==> src/rtl/uart_frame_sched_pkg.sv <==
// Shared encodings for the UART frame sequencer: controller states and
// the frame phase that selects which byte goes out next.
package uart_frame_sched_pkg;

    typedef enum logic [2:0] {
        ST_IDLE,
        ST_SYNC,
        ST_LOAD,
        ST_ARM,
        ST_DRAIN,
        ST_GAP,
        ST_DONE
    } state_e;

    typedef enum logic [1:0] {
        PH_HDR,
        PH_LEN,
        PH_PAY,
        PH_CRC
    } phase_e;

endpackage

==> src/rtl/uart_frame_sched_crc8_unit.sv <==
// Bytewise CRC-8 (MSB-first, no reflection). One byte is folded in per
// enabled cycle; init reseeds the register and takes priority over en.
module crc8_unit #(
    parameter logic [7:0] POLY = 8'h07,
    parameter logic [7:0] INIT = 8'h00
) (
    input  logic       clk,
    input  logic       rst_n,
    input  logic       init,
    input  logic       en,
    input  logic [7:0] din,
    output logic [7:0] crc
);

    logic [7:0] crc_q;
    logic [7:0] crc_d;

    function automatic logic [7:0] crc8_step(input logic [7:0] c, input logic [7:0] d);
        logic [7:0] r;
        r = c ^ d;
        for (int i = 0; i < 8; i++) begin
            r = r[7] ? ((r << 1) ^ POLY) : (r << 1);
        end
        return r;
    endfunction

    always_comb begin
        crc_d = crc_q;
        if (init) begin
            crc_d = INIT;
        end else if (en) begin
            crc_d = crc8_step(crc_q, din);
        end
    end

    always_ff @(posedge clk or negedge rst_n) begin
        if (!rst_n) begin
            crc_q <= INIT;
        end else begin
            crc_q <= crc_d;
        end
    end

    assign crc = crc_q;

endmodule

==> src/rtl/uart_frame_sched.sv <==
// Frame sequencer in front of a byte UART: sends HEADER, length, buffered
// payload and a CRC-8, driving the transmitter's datain/update handshake.
module uart_frame_sched
    import uart_frame_sched_pkg::*;
#(
    parameter int         MAX_LEN  = 16,
    parameter logic [7:0] HEADER   = 8'hAA,
    parameter logic [7:0] CRC_POLY = 8'h07,
    parameter logic [7:0] CRC_INIT = 8'h00,
    parameter int         BUSY_TO  = 8,
    localparam int        LW       = $clog2(MAX_LEN + 1),
    localparam int        AW       = $clog2(MAX_LEN)
) (
    input  logic          clk,
    input  logic          rst_n,
    input  logic          wr_en,
    input  logic [7:0]    wr_data,
    input  logic          clr,
    input  logic          start,
    input  logic [LW-1:0] len,
    output logic          frame_busy,
    output logic          done,
    output logic          err,
    output logic          wr_full,
    output logic [7:0]    tx_data,
    output logic          tx_update,
    input  logic          tx_busy
);

    state_e        state_q, state_d;
    phase_e        phase_q, phase_d;
    logic [LW-1:0] idx_q, idx_d;
    logic [LW-1:0] len_q, len_d;
    logic [LW-1:0] wptr_q, wptr_d;
    logic [7:0]    to_cnt_q, to_cnt_d;
    logic [7:0]    tx_data_q, tx_data_d;
    logic          tx_update_q, tx_update_d;
    logic          frame_busy_q, frame_busy_d;
    logic          done_q, done_d;
    logic          err_q, err_d;

    logic          buf_we;
    logic          crc_init;
    logic          crc_en;
    logic [7:0]    byte_sel;
    logic [7:0]    crc_val;
    logic [7:0]    buf_mem [MAX_LEN];

    crc8_unit #(
        .POLY (CRC_POLY),
        .INIT (CRC_INIT)
    ) u_crc (
        .clk   (clk),
        .rst_n (rst_n),
        .init  (crc_init),
        .en    (crc_en),
        .din   (byte_sel),
        .crc   (crc_val)
    );

    assign wr_full = (wptr_q == LW'(MAX_LEN));

    always_comb begin
        byte_sel = HEADER;
        case (phase_q)
            PH_HDR:  byte_sel = HEADER;
            PH_LEN:  byte_sel = 8'(len_q);
            PH_PAY:  byte_sel = buf_mem[idx_q[AW-1:0]];
            PH_CRC:  byte_sel = crc_val;
            default: byte_sel = HEADER;
        endcase
    end

    always_comb begin
        state_d      = state_q;
        phase_d      = phase_q;
        idx_d        = idx_q;
        len_d        = len_q;
        wptr_d       = wptr_q;
        to_cnt_d     = to_cnt_q;
        tx_data_d    = tx_data_q;
        tx_update_d  = 1'b0;
        frame_busy_d = frame_busy_q;
        done_d       = 1'b0;
        err_d        = 1'b0;
        buf_we       = 1'b0;
        crc_init     = 1'b0;
        crc_en       = 1'b0;
        case (state_q)
            ST_IDLE: begin
                if (clr) begin
                    wptr_d = '0;
                end else if (wr_en && !wr_full) begin
                    buf_we = 1'b1;
                    wptr_d = wptr_q + LW'(1);
                end
                if (start) begin
                    if ((len > wptr_q) || (len > LW'(MAX_LEN))) begin
                        err_d = 1'b1;
                    end else begin
                        len_d        = len;
                        crc_init     = 1'b1;
                        frame_busy_d = 1'b1;
                        phase_d      = PH_HDR;
                        idx_d        = '0;
                        state_d      = ST_SYNC;
                    end
                end
            end
            // The transmitter may still be finishing a byte started before our reset.
            ST_SYNC: begin
                if (!tx_busy) state_d = ST_LOAD;
            end
            ST_LOAD: begin
                tx_data_d   = byte_sel;
                crc_en      = (phase_q == PH_LEN) || (phase_q == PH_PAY);
                to_cnt_d    = '0;
                tx_update_d = 1'b1;
                state_d     = ST_ARM;
            end
            ST_ARM: begin
                if (tx_busy) begin
                    state_d = ST_DRAIN;
                end else if (to_cnt_q == 8'(BUSY_TO - 1)) begin
                    err_d        = 1'b1;
                    frame_busy_d = 1'b0;
                    state_d      = ST_IDLE;
                end else begin
                    to_cnt_d    = to_cnt_q + 8'd1;
                    tx_update_d = 1'b1;
                end
            end
            // tx_data must stay put: the transmitter samples it for the whole byte.
            ST_DRAIN: begin
                if (!tx_busy) state_d = ST_GAP;
            end
            ST_GAP: begin
                state_d = ST_LOAD;
                case (phase_q)
                    PH_HDR: phase_d = PH_LEN;
                    PH_LEN: phase_d = (len_q != '0) ? PH_PAY : PH_CRC;
                    PH_PAY: begin
                        if (idx_q + LW'(1) == len_q) phase_d = PH_CRC;
                        else                         idx_d   = idx_q + LW'(1);
                    end
                    default: state_d = ST_DONE;
                endcase
            end
            ST_DONE: begin
                done_d       = 1'b1;
                frame_busy_d = 1'b0;
                wptr_d       = '0;
                state_d      = ST_IDLE;
            end
            default: state_d = ST_IDLE;
        endcase
    end

    always_ff @(posedge clk or negedge rst_n) begin
        if (!rst_n) begin
            state_q      <= ST_IDLE;
            phase_q      <= PH_HDR;
            idx_q        <= '0;
            len_q        <= '0;
            wptr_q       <= '0;
            to_cnt_q     <= '0;
            tx_data_q    <= 8'h00;
            tx_update_q  <= 1'b0;
            frame_busy_q <= 1'b0;
            done_q       <= 1'b0;
            err_q        <= 1'b0;
        end else begin
            state_q      <= state_d;
            phase_q      <= phase_d;
            idx_q        <= idx_d;
            len_q        <= len_d;
            wptr_q       <= wptr_d;
            to_cnt_q     <= to_cnt_d;
            tx_data_q    <= tx_data_d;
            tx_update_q  <= tx_update_d;
            frame_busy_q <= frame_busy_d;
            done_q       <= done_d;
            err_q        <= err_d;
        end
    end

    always_ff @(posedge clk) begin
        if (buf_we) buf_mem[wptr_q[AW-1:0]] <= wr_data;
    end

    assign tx_data    = tx_data_q;
    assign tx_update  = tx_update_q;
    assign frame_busy = frame_busy_q;
    assign done       = done_q;
    assign err        = err_q;

endmodule

==> config.mk <==
export PLATFORM = sky130hd
export DESIGN_NAME = uart_frame_sched
export DESIGN_NICKNAME = d
export VERILOG_FILES = /design/src/rtl/uart_frame_sched_pkg.sv /design/src/rtl/uart_frame_sched_crc8_unit.sv /design/src/rtl/uart_frame_sched.sv
export SDC_FILE = /design/constraint.sdc
export NUM_CORES = 1
export LEC_CHECK = 0
export ABC_CLOCK_PERIOD_IN_PS = 4400
export BUFFER_PORTS_ARGS = -buffer_cell sky130_fd_sc_hd__buf_2
export CORE_UTILIZATION = 53
export CTS_CLUSTER_SIZE = 8
export DETAILED_ROUTE_END_ITERATION = 12
export GPL_ROUTABILITY_DRIVEN = 0
export PLACE_DENSITY = 0.7
export SYNTH_ARGS = -nofsm -noshare
export SYNTH_HDL_FRONTEND = slang
export SYNTH_HIERARCHICAL = 1
export SYNTH_SLANG_ARGS = --single-unit
==> constraint.sdc <==
create_clock -name clk -period 4.4 [get_ports clk]
set_clock_uncertainty 0.05 [all_clocks]
set_input_delay 0.22 -clock clk [delete_from_list [all_inputs] [get_ports clk]]
set_output_delay 0.22 -clock clk [all_outputs]
set_load 0.005 [all_outputs]
* Word level (Yosys, flattened, before mapping)
Memories as Yosys holds them, arrays and structs flattened.
Index checks and enable logic that the tools add are counted.
** Storage, ports and cells
- Register bits after elaboration :: 48
- Output and inout bits :: 13
- Bits of input ports :: 19
- Bits in writable memories :: 128
- Memories :: 1
** Operators by class
- Reductions and logical operators :: 20
- Add/subtract/negate cells :: 3
- Bitwise logic cells :: 10
- $lt $le $gt $ge :: 2
- Mux-type cells :: 59
- Equality and inequality tests :: 25
** Memories
- buf_mem :: depth 16, width 8, read ports 1, clocked after memory_dff 0, wr ports 1, line uart_frame_sched.sv:47 : logic [7:0] buf_mem [MAX_LEN];
** Operators with widths (count)
- $mux W3 :: 15
- $mux W8 :: 4
- $pmux W8 S4 :: 1
- $mux W5 :: 6
- $not A3 Y3 :: 8
- $mux W1 :: 21
- $pmux W5 S2 :: 2
- $reduce_and A5 Y1 :: 4
- $ne A2 B2 Y1 const B :: 9
- $pmux W3 S6 :: 1
- $pmux W8 S2 :: 1
- $add A5 B1 Y5 const B :: 2
- $eq A3 B3 Y1 const B :: 3
- $ne A3 B3 Y1 const B :: 3
- $add A8 B1 Y8 const B :: 1
- $eq A8 B3 Y1 const B :: 1
- $reduce_bool A2 Y1 :: 4
- $xor A8 B8 Y8 :: 1
- $eq A3 B2 Y1 const B :: 2
- $mux W2 :: 3
- $pmux W2 S3 :: 1
- $reduce_and A3 Y1 :: 2
- $eq A5 B5 Y1 :: 1
- $eq A5 B5 Y1 const B :: 1
- other kinds (19) :: 22

* Longest topological paths before layout
Gate-level depths: netlist of the first run.
- Depth in word-level cells :: 21
- Mapped depth :: 12
- Depth with buffers taken out :: 10

* By module
Netlist of the first run, hierarchy kept.
** Modules (own cells, without submodules)
- uart_frame_sched :: area an instance 7287.0 um^2, cells each 456, sequential area each 4844.6 um^2, instances 1
- crc8_unit :: area an instance 636.9 um^2, cells each 57, sequential area each 200.2 um^2, instances 1

* Worst setup path after synthesis of the first run
OpenSTA, ideal clock, no wires.
- Kind :: reg-to-reg
- From :: reg idx_q[0]
- To :: reg u_crc.crc_q[4] (netlist: u_crc/crc[4])
- Clock period less this slack :: 3.091 ns
- Library setup time :: 0.127 ns
- Path slack :: 1.309 ns
- Stages on the path, launching flop included :: 11
- Buffers on the path :: 2
- Data arrival time :: 2.913 ns
- Cell sequence :: dfrtp_1 > buf_6 > buf_2 > mux4_2 > mux2_2 > a21oi_1 > o21ai_0 > xnor2_1 > xnor3_1 > nor2_1 > mux2_1
** On the way
- Elaborated cells between the ends (all ways) :: 10
- Classes of those cells :: mux: 6; bitwise: 3; memory: 1
** RTL lines
- start: declaration :: line uart_frame_sched.sv:32 : logic [LW-1:0] idx_q, idx_d;
- start signal: assignment :: line uart_frame_sched.sv:175 : idx_q <= idx_d;
- $mem_v2 Z16 W8 *
- $pmux W8 S4 * :: line uart_frame_sched.sv:65 : case (phase_q)
- via byte_sel[3] :: line uart_frame_sched.sv:45 : logic [7:0] byte_sel;
- $xor A8 B8 Y8 * :: line uart_frame_sched_crc8_unit.sv:20 : r = c ^ d;
- $mux W3 * :: line uart_frame_sched_crc8_unit.sv:22 : r = r[7] ? ((r << 1) ^ POLY) : (r << 1);
- $not A3 Y3 (no line)
- $mux W3 * :: line uart_frame_sched_crc8_unit.sv:22
- $mux W8 * :: line uart_frame_sched_crc8_unit.sv:31 : end else if (en) begin
- $mux W8 * :: line uart_frame_sched_crc8_unit.sv:29 : if (init) begin
- end signal: assignment :: line uart_frame_sched_crc8_unit.sv:40 : crc_q <= crc_d;
- end: declaration :: line uart_frame_sched_crc8_unit.sv:15 : logic [7:0] crc_q;
The timed path passes the listed nets; every way through them passes the cells marked *. The select of a mux whose other input is x is not followed.
A chain may end at the register's enable or synchronous reset.

* Worst setup path in the final report of the first run
- From :: reg idx_q[1]
- To :: reg u_crc.crc_q[2] (netlist: u_crc/crc[2])
** On the way
- Longest elaborated chain between the ends :: 10
- Elaborated cells between the ends (all ways) :: 14
- Classes of those cells :: mux: 8; bitwise: 5; memory: 1
** RTL lines (line)
- $mem_v2 Z16 W8 *
- $pmux W8 S4 * :: uart_frame_sched.sv:65
- via byte_sel[2] :: uart_frame_sched.sv:45
- $xor A8 B8 Y8 * :: uart_frame_sched_crc8_unit.sv:20
- $mux W3 * :: uart_frame_sched_crc8_unit.sv:22
- $not A3 Y3 (no line)
- $mux W3 * :: uart_frame_sched_crc8_unit.sv:22
- $not A3 Y3 (no line)
- $mux W3 * :: uart_frame_sched_crc8_unit.sv:22
- $mux W8 * :: uart_frame_sched_crc8_unit.sv:31
- $mux W8 * :: uart_frame_sched_crc8_unit.sv:29
Marked as above.

==> results of run 1 <==
[timing repair]
action / in CTS / in global routing
buffers inserted: 0 / 0
endpoints found under the hold margin: 50 / 0
hold buffers: 3 / 0
[flip-flops by register name, summed over array words and instances, names as in the netlist]
register    flops
err             1
wptr_q          5
tx_update       1
u_crc/crc       8
phase_q         2
tx_data         8
to_cnt_q        8
len_q           5
buf_mem       128
idx_q           5
done            1
frame_busy      1
state_q         3
[where the power goes]
| group | leakage [nW] | internal, W | switching [W] | total (W) |
|---|---|---|---|---|
| logic | 1.16 | 0.000565 | 0.000556 | 0.00112 |
| registers | 1.77 | 0.00192 | 0.000154 | 0.00207 |
| clock network | 0.280 | 0.000752 | 0.000686 | 0.00144 |
| total | 3.22 | 0.00323 | 0.00140 | 0.00463 |
[routing by layer]
metal  track usage, %  vias up  share of wire, %
met5                0        -                 0
met4             6.73        0               1.3
met2             36.0      102                50
li1                 -     2041                 -
met1             29.3     2299                44
met3             4.38       18               4.4
[stage by stage]
| step | util (%) | setup slack, ps | total power [W] | instance area (um2) | std cells |
|---|---|---|---|---|---|
| 3_5_place_dp | 56.9 | 908 | 0.00322 | 8270 | 714 |
| 5_1_grt | 61.1 | 734 | 0.00484 | 8880 | 749 |
| 4_1_cts | 61.1 | 865 | 0.00465 | 8880 | 749 |
| 3_3_place_gp | 56.9 | 1010 | 0.00320 | 8270 | 714 |
| 6_report | 61.1 | 884 | 0.00463 | 8880 | 749 |
| 2_1_floorplan | - | 1310 | 0.00294 | 7920 | 513 |
[layout make-up]
class	count	area, um2
inverter	16	60.1
clock buffer	17	425
clock inverter	15	149
tap	184	230
multi-input combinational	299	2720
sequential	176	5050
fill	1076	5660
timing repair buffer	42	245
[how the worst max path moves through the flow]
stage               startpoint           end  slack, ps  cells after the start
CTS                   idx_q[1]  u_crc/crc[2]        860                      9
detailed placement    idx_q[1]  u_crc/crc[2]        910                      9
global placement      idx_q[1]  u_crc/crc[2]       1010                      9
floorplan             idx_q[0]  u_crc/crc[4]       1310                     10
global route          idx_q[1]  u_crc/crc[2]        730                      9
finish                idx_q[1]  u_crc/crc[2]        880                      9
[cell usage after synthesis (7+ instances only)]
cell	count	share of area, %
dfrtp_1	48	15
clkbuf_1	13	0.62
mux4_2	29	8.2
nand2_1	28	1.3
and3_1	7	0.55
ha_1	16	2.5
xnor2_1	24	2.7
xor2_1	7	0.77
nor2_1	41	1.9
o21ai_0	13	0.82
edfxtp_1	128	49
mux2_2	17	2.4
a21oi_1	14	0.88
inv_1	16	0.76
nor3_1	11	0.69
mux2i_1	7	0.88
[cells by family after synthesis]
family	after synthesis	synth area share [%]
AOI/OAI and AO/OA	64	5.57
adders and majority gates	16	2.53
muxes	61	13.5
xor gates and xnor gates	38	5.38
and+or+nand+nor	120	7.20
buffers and inverters	38	2.12
DFF	176	63.7
==> flow_summary.rst, run 1 <==
.. list-table::
   :header-rows: 1

   * - Metric
     - Value
   * - Outcome
     - finished clean
   * - CP max stage cell
     - dfrtp_1
   * - Worst hold slack
     - between 10 and 15 ps
   * - Floorplan row count
     - 44
   * - Flops & latches, synth
     - between 150 and 200
   * - Pwr Density
     - 522 nW/um2
   * - Max-slew violations
     - 0
   * - Average via count per standard cell
     - 5.95
   * - Worst stage delay on the critical path
     - 800 ps
   * - Routed length per instance
     - 20.9 um
   * - Clock Pin Slew Worst Setup and Hold Paths
     - 70 ps
   * - Post-synth net total
     - about 550
   * - Number of inserted diodes
     - 0
   * - Pin count of the biggest net entering global routing
     - 49
   * - Clock buffers created by TritonCTS
     - 17
   * - Effective utilization at floorplan
     - 54.5%
   * - Worst hold path startpoint
     - len[3]
   * - 1st-pass router iterations
     - 5
   * - H-tree lvl count
     - 4
   * - Slew HR
     - 26.8%
   * - Share of post-route cells with drive strength above 1
     - around 22%
   * - Depth of the worst hold-timing path
     - 2
   * - Number of nets in the final layout
     - 587
   * - Number of top-level pins
     - 32
   * - Number of buffers on the longest clock path
     - 2
   * - Synthesized area
     - 7920 um2
   * - Min-delay worst type
     - input pin to flop
   * - Antenna Violating Nets Remaining
     - 0
   * - Wire length of the first global-routing pass
     - around 25000 um
   * - Number of distinct library cell variants in the gate-level netlist after synthesis
     - 52
   * - Kind of cell with the highest combined delay on the critical path
     - flip-flops
   * - Hold path endpoint
     - len_q[3]
   * - Kind of launch point of the worst setup path
     - flop
   * - Total setup violations reported at the end of the flow
     - 0
   * - Clock period minus worst slack
     - approximately 3500 ps
   * - Most frequent standard cell in the layout excluding fill and tap cells
     - edfxtp_1
   * - Most frequent cells in the layout
     - edfxtp_1 (128), dfrtp_1 (47), nor2_1 (41)
   * - Setup TNS Final
     - 0 ps
   * - Prevailing post-synth register cell
     - edfxtp_1
   * - Arrival time at the worst endpoint
     - 3810 ps
   * - Crit Path Max Fanout
     - 16
   * - Fraction of the yosys area taken by sequential cells
     - between 60% and 70%
   * - Clock network latency to the later pin of the worst-skew pair
     - 430 ps
   * - Static power due to leakage
     - 3.22 nW
   * - Area delta synth->final
     - 12.0%
   * - Type of destination of the critical path
     - flop
   * - Maximum vdd ir drop
     - between 200 and 300 uV
   * - Category of the critical setup timing path
     - flop to flop
   * - Number of buffer cells added on primary ports
     - 31
   * - Die H
     - between 100 and 150 um
   * - Root buffer selected by CTS
     - clkbuf_16
   * - Max Cap Violations
     - 0
   * - Critical path data required time
     - 4700 ps
   * - Sink count of the clock tree
     - 176
   * - Combined global-route utilization of all metal layers
     - between 20% and 30%
   * - Drt drc
     - 0
   * - Actual slew at the worst max-slew pin
     - 1100 ps
   * - Number of enable flip-flop cells after synthesis
     - about 130
   * - Die area
     - 15400 um2
   * - Most prevalent standard cell on the critical path
     - a21oi_1
   * - Initial antenna violation count
     - 0
   * - Cells along the critical path
     - buf_4 -> mux4_2 -> mux2_2 -> a222oi_1 -> a21oi_1 -> xor3_1 -> xnor3_1 -> or3_1 -> a21oi_1
   * - Share of flip-flops with an asynchronous set or reset
     - 27.3%
   * - Reg-to-Reg Start
     - idx_q[1]
   * - Total number of vias
     - 4460
   * - Reg-to-reg endpoint
     - u_crc/crc[2]
   * - Residual overflow from global routing
     - 0
   * - Synthesized netlist cell count
     - 513
   * - First DRT Iteration DRCs
     - 368
   * - TritonCTS clock tree
     - built
   * - Worst Reg-to-Reg Cells
     - 9
   * - Number of warning messages in the yosys log
     - 6
   * - Post-CTS resize count
     - 0
   * - Part of the cycle the worst path needs
     - 79.9%
   * - Die Span X
     - 124 um
   * - Unrepaired setup endpoints after global routing
     - false
   * - R2r setup slk
     - around 880 ps
   * - Buf/Inv on CP
     - 1
   * - Via count of the first global-routing pass
     - 4428
   * - Max Freq
     - 0.284 GHz
   * - Final Hold Vio Count
     - 0
   * - Mapped Avg Cell Area
     - 15.4 um2
   * - Core Footprint
     - about 15000 um2
   * - Detailed placement HPWL
     - approximately 11000 um
   * - Total wire length
     - 15700 um
(Power assumes the default switching activity.)
==> run 2, diff against run 1 <==
- ABC_CLOCK_PERIOD_IN_PS: 4400 -> 3200
- PLACE_DENSITY: 0.7 -> 0.73
- clock period: 4.4 -> 3.2 ns (I/O delays scaled with it)
==> run 2 against run 1 <==
- the flow now finishes with violations (setup timing)
- via count is 5.0% higher
- highest routed layer unchanged
- final cell count is 4.8% higher
- clock-buffer cell count stayed put
- combinational power is 54% higher
- critical path type unchanged
- power is 42% higher
- sequential power is 38% higher
- die area stayed put
- wire length is 3.8% higher
- utilization is 2.5 points higher
- cell area is 4.1% higher
- first-iteration DRC count is 29% higher
==> flow_summary.rst, run 2 (synthesis gave the netlist of run 1 again) <==
.. list-table::
   :header-rows: 1

   * - Metric
     - Value
   * - Final Hold Vio Count
     - 0 (unchanged)
   * - Area delta synth->final
     - 16.6%
   * - Core Footprint
     - 14500 um2 (unchanged)
   * - Initial antenna violation count
     - 0 (unchanged)
   * - Static power due to leakage
     - 3.40 nW (+5.7%)
   * - Part of the cycle the worst path needs
     - 101% (+21 points)
   * - Sink count of the clock tree
     - 176 (unchanged)
   * - Effective utilization at floorplan
     - 54.5% (unchanged)
   * - Critical path data required time
     - 3460 ps (-1240 ps)
   * - Worst path setup slack after routing
     - -18.3 ps (-902 ps)
   * - Clock period minus worst slack
     - 3220 ps (-298 ps)
   * - Total instance count after detailed placement
     - 741 (+3.8%)
   * - Crit Path Max Fanout
     - 3 (-13)
   * - Max-slew violations
     - 0 (unchanged)
   * - Type of destination of the critical path
     - flop
   * - Share of post-route cells with drive strength above 1
     - 26.3% (+4.7 points)
   * - Pin count of the biggest net entering global routing
     - 40 (-18%)
   * - Total number of vias
     - 4685 (+5.0%)
   * - Actual slew at the worst max-slew pin
     - 915 ps (-183 ps)
   * - Max reg flops
     - 128 (unchanged)
   * - Worst stage delay on the critical path
     - 550 ps (-250 ps)
   * - Number of buffers on the longest clock path
     - 2 (unchanged)
   * - Slew HR
     - 39.0% (+12 points)
   * - Antenna Violating Nets Remaining
     - 0 (unchanged)
   * - Most frequent cells in the layout
     - edfxtp_1 (128), dfrtp_1 (47), nor2_1 (41)
   * - Die area
     - 15400 um2 (unchanged)
   * - Clock network latency to the later pin of the worst-skew pair
     - 440 ps (about the same)
   * - Total wire length
     - 16300 um (+3.8%)
   * - Root buffer selected by CTS
     - clkbuf_16
   * - TritonCTS clock tree
     - built
   * - First DRT Iteration DRCs
     - 474 (+29%)
   * - Most frequent standard cell in the layout excluding fill and tap cells
     - edfxtp_1
   * - Category of the critical setup timing path
     - flop to flop
   * - Routed length per instance
     - 20.7 um (-1.0%)
   * - Worst hold slack
     - 43.6 ps (+32.7 ps)
   * - Die Span X
     - 124 um (unchanged)
   * - Detailed placement HPWL
     - 10900 um (+1.8%)
   * - Residual overflow from global routing
     - 0 (unchanged)
   * - Cells along the critical path
     - buf_12 -> mux4_1 -> mux2_2 -> a222oi_1 -> a21oi_2 -> buf_4 -> xnor2_2 -> xnor3_1 -> nor2_1 -> mux2_1
   * - Pwr Density
     - 711 nW/um2 (+36%)
   * - Die H
     - 124 um (unchanged)
   * - Clock Pin Slew Worst Setup and Hold Paths
     - 70 ps (about the same)
   * - Total setup violations reported at the end of the flow
     - 1 (+1)
   * - Filler cell count
     - 1060 (-1.5%)
   * - Maximum vdd ir drop
     - 425 uV (+43%)
   * - H-tree lvl count
     - 4 (unchanged)
   * - CP max stage cell
     - mux4_1
   * - Wire length of the first global-routing pass
     - 25800 um (+2.0%)
   * - 1st-pass router iterations
     - 6 (+1)
   * - Arrival time at the worst endpoint
     - 3480 ps (-330 ps)
   * - Combined global-route utilization of all metal layers
     - 22.5% (+0.67 points)
   * - Kind of launch point of the worst setup path
     - flop
   * - Failing checks
     - setup timing
   * - Min-delay worst type
     - input pin to flop
   * - Number of top-level pins
     - 32 (unchanged)
   * - Via count of the first global-routing pass
     - 4806 (+8.5%)
   * - Max Freq
     - 0.311 GHz (+9.2%)
   * - Average via count per standard cell
     - 5.97 (+0.23%)
   * - Number of nets in the final layout
     - 623 (+6.1%)
   * - Clock buffers created by TritonCTS
     - 17 (unchanged)
   * - Unrepaired setup endpoints after global routing
     - true
   * - Drt drc
     - 0 (unchanged)
   * - Buf/Inv on CP
     - 2 (+1)
   * - Number of inserted diodes
     - 0 (unchanged)
   * - Floorplan row count
     - 44 (unchanged)
   * - Post-layout utilization of the core
     - 63.6% (+2.5 points)
   * - Outcome
     - finished, violations left
   * - Number of buffer cells added on primary ports
     - 31 (unchanged)
   * - Kind of cell with the highest combined delay on the critical path
     - multiplexers
   * - Number of standard cells in the final layout excluding fillers
     - 785 (+4.8%)
   * - Max Cap Violations
     - 0 (unchanged)
[run 2: worst paths after layout]
kind / from / endpoint / slack [ps] / cells past startpoint
min in group asynchronous: rst_n / wptr_q[4] / 360 / 2
setup / recovery: idx_q[0] / u_crc/crc[4] / -20 / 10
setup reg to reg: idx_q[0] / u_crc/crc[4] / -20 / 10
hold reg to reg: to_cnt_q[7] / to_cnt_q[7] / 440 / 1
hold / removal: tx_busy / state_q[0] / 40 / 3
max in group asynchronous: rst_n / u_crc/crc[5] / 2040 / 3
[run 2: metal layers]
metal	up-vias	part of all wire, %	global-route usage [%]
met1	2379	42	28.5
met5	-	0	0
met4	0	2.5	9.28
met3	39	4.7	5.28
met2	141	51	37.3
li1	2126	-	-
[run 2: cell type report]
type	count	area (um2)	share of cell area (%)
Multi-Input combinational cell	299	2750	29.7
Tap cell	184	230	2.49
Clock buffer	17	425	4.60
Sequential cell	176	5050	54.6
Clock inverter	15	149	1.61
Inverter	16	60.1	0.650
Timing Repair Buffer	78	582	6.30
[run 2: per-stage QoR]
step	total power (W)	cell area, um2	TNS, ps	setup slack [ps]
floorplan	0.00404	7920	0	109
global placement	0.00449	8500	0	102
detailed placement	0.00455	8500	-39.5	-39.5
CTS	0.00654	9180	0	22.0
global route	0.00687	9240	-130	-75.1
finish	0.00657	9240	-18.3	-18.3
[run 2: repair_timing]
item / CTS / global route
hold buffers: 8 / 0
hold endpoints to repair: 45 / 0
buffers inserted: 1 / 3
setup endpoints to repair: 1 / 4
pin swaps: 2 / 8
gates resized for setup: 1 / 9
[run 2: where the power goes]
part	switching, W	internal, W	leakage (nW)
sequential	0.000222	0.00264	1.77
combinational	0.000838	0.000897	1.36
clock	0.000949	0.00103	0.267
total	0.00201	0.00456	3.40
[run 2: worst reg2reg max path, delay by kind of cell (launching register included)]
family	cells	cell delay (ps)
multiplexers	3	1190
buffers and inverters	2	290
AND/OR/NAND/NOR	1	130
AO/OA/AOI/OAI	2	530
XOR/XNOR	2	490
flip-flops	1	410
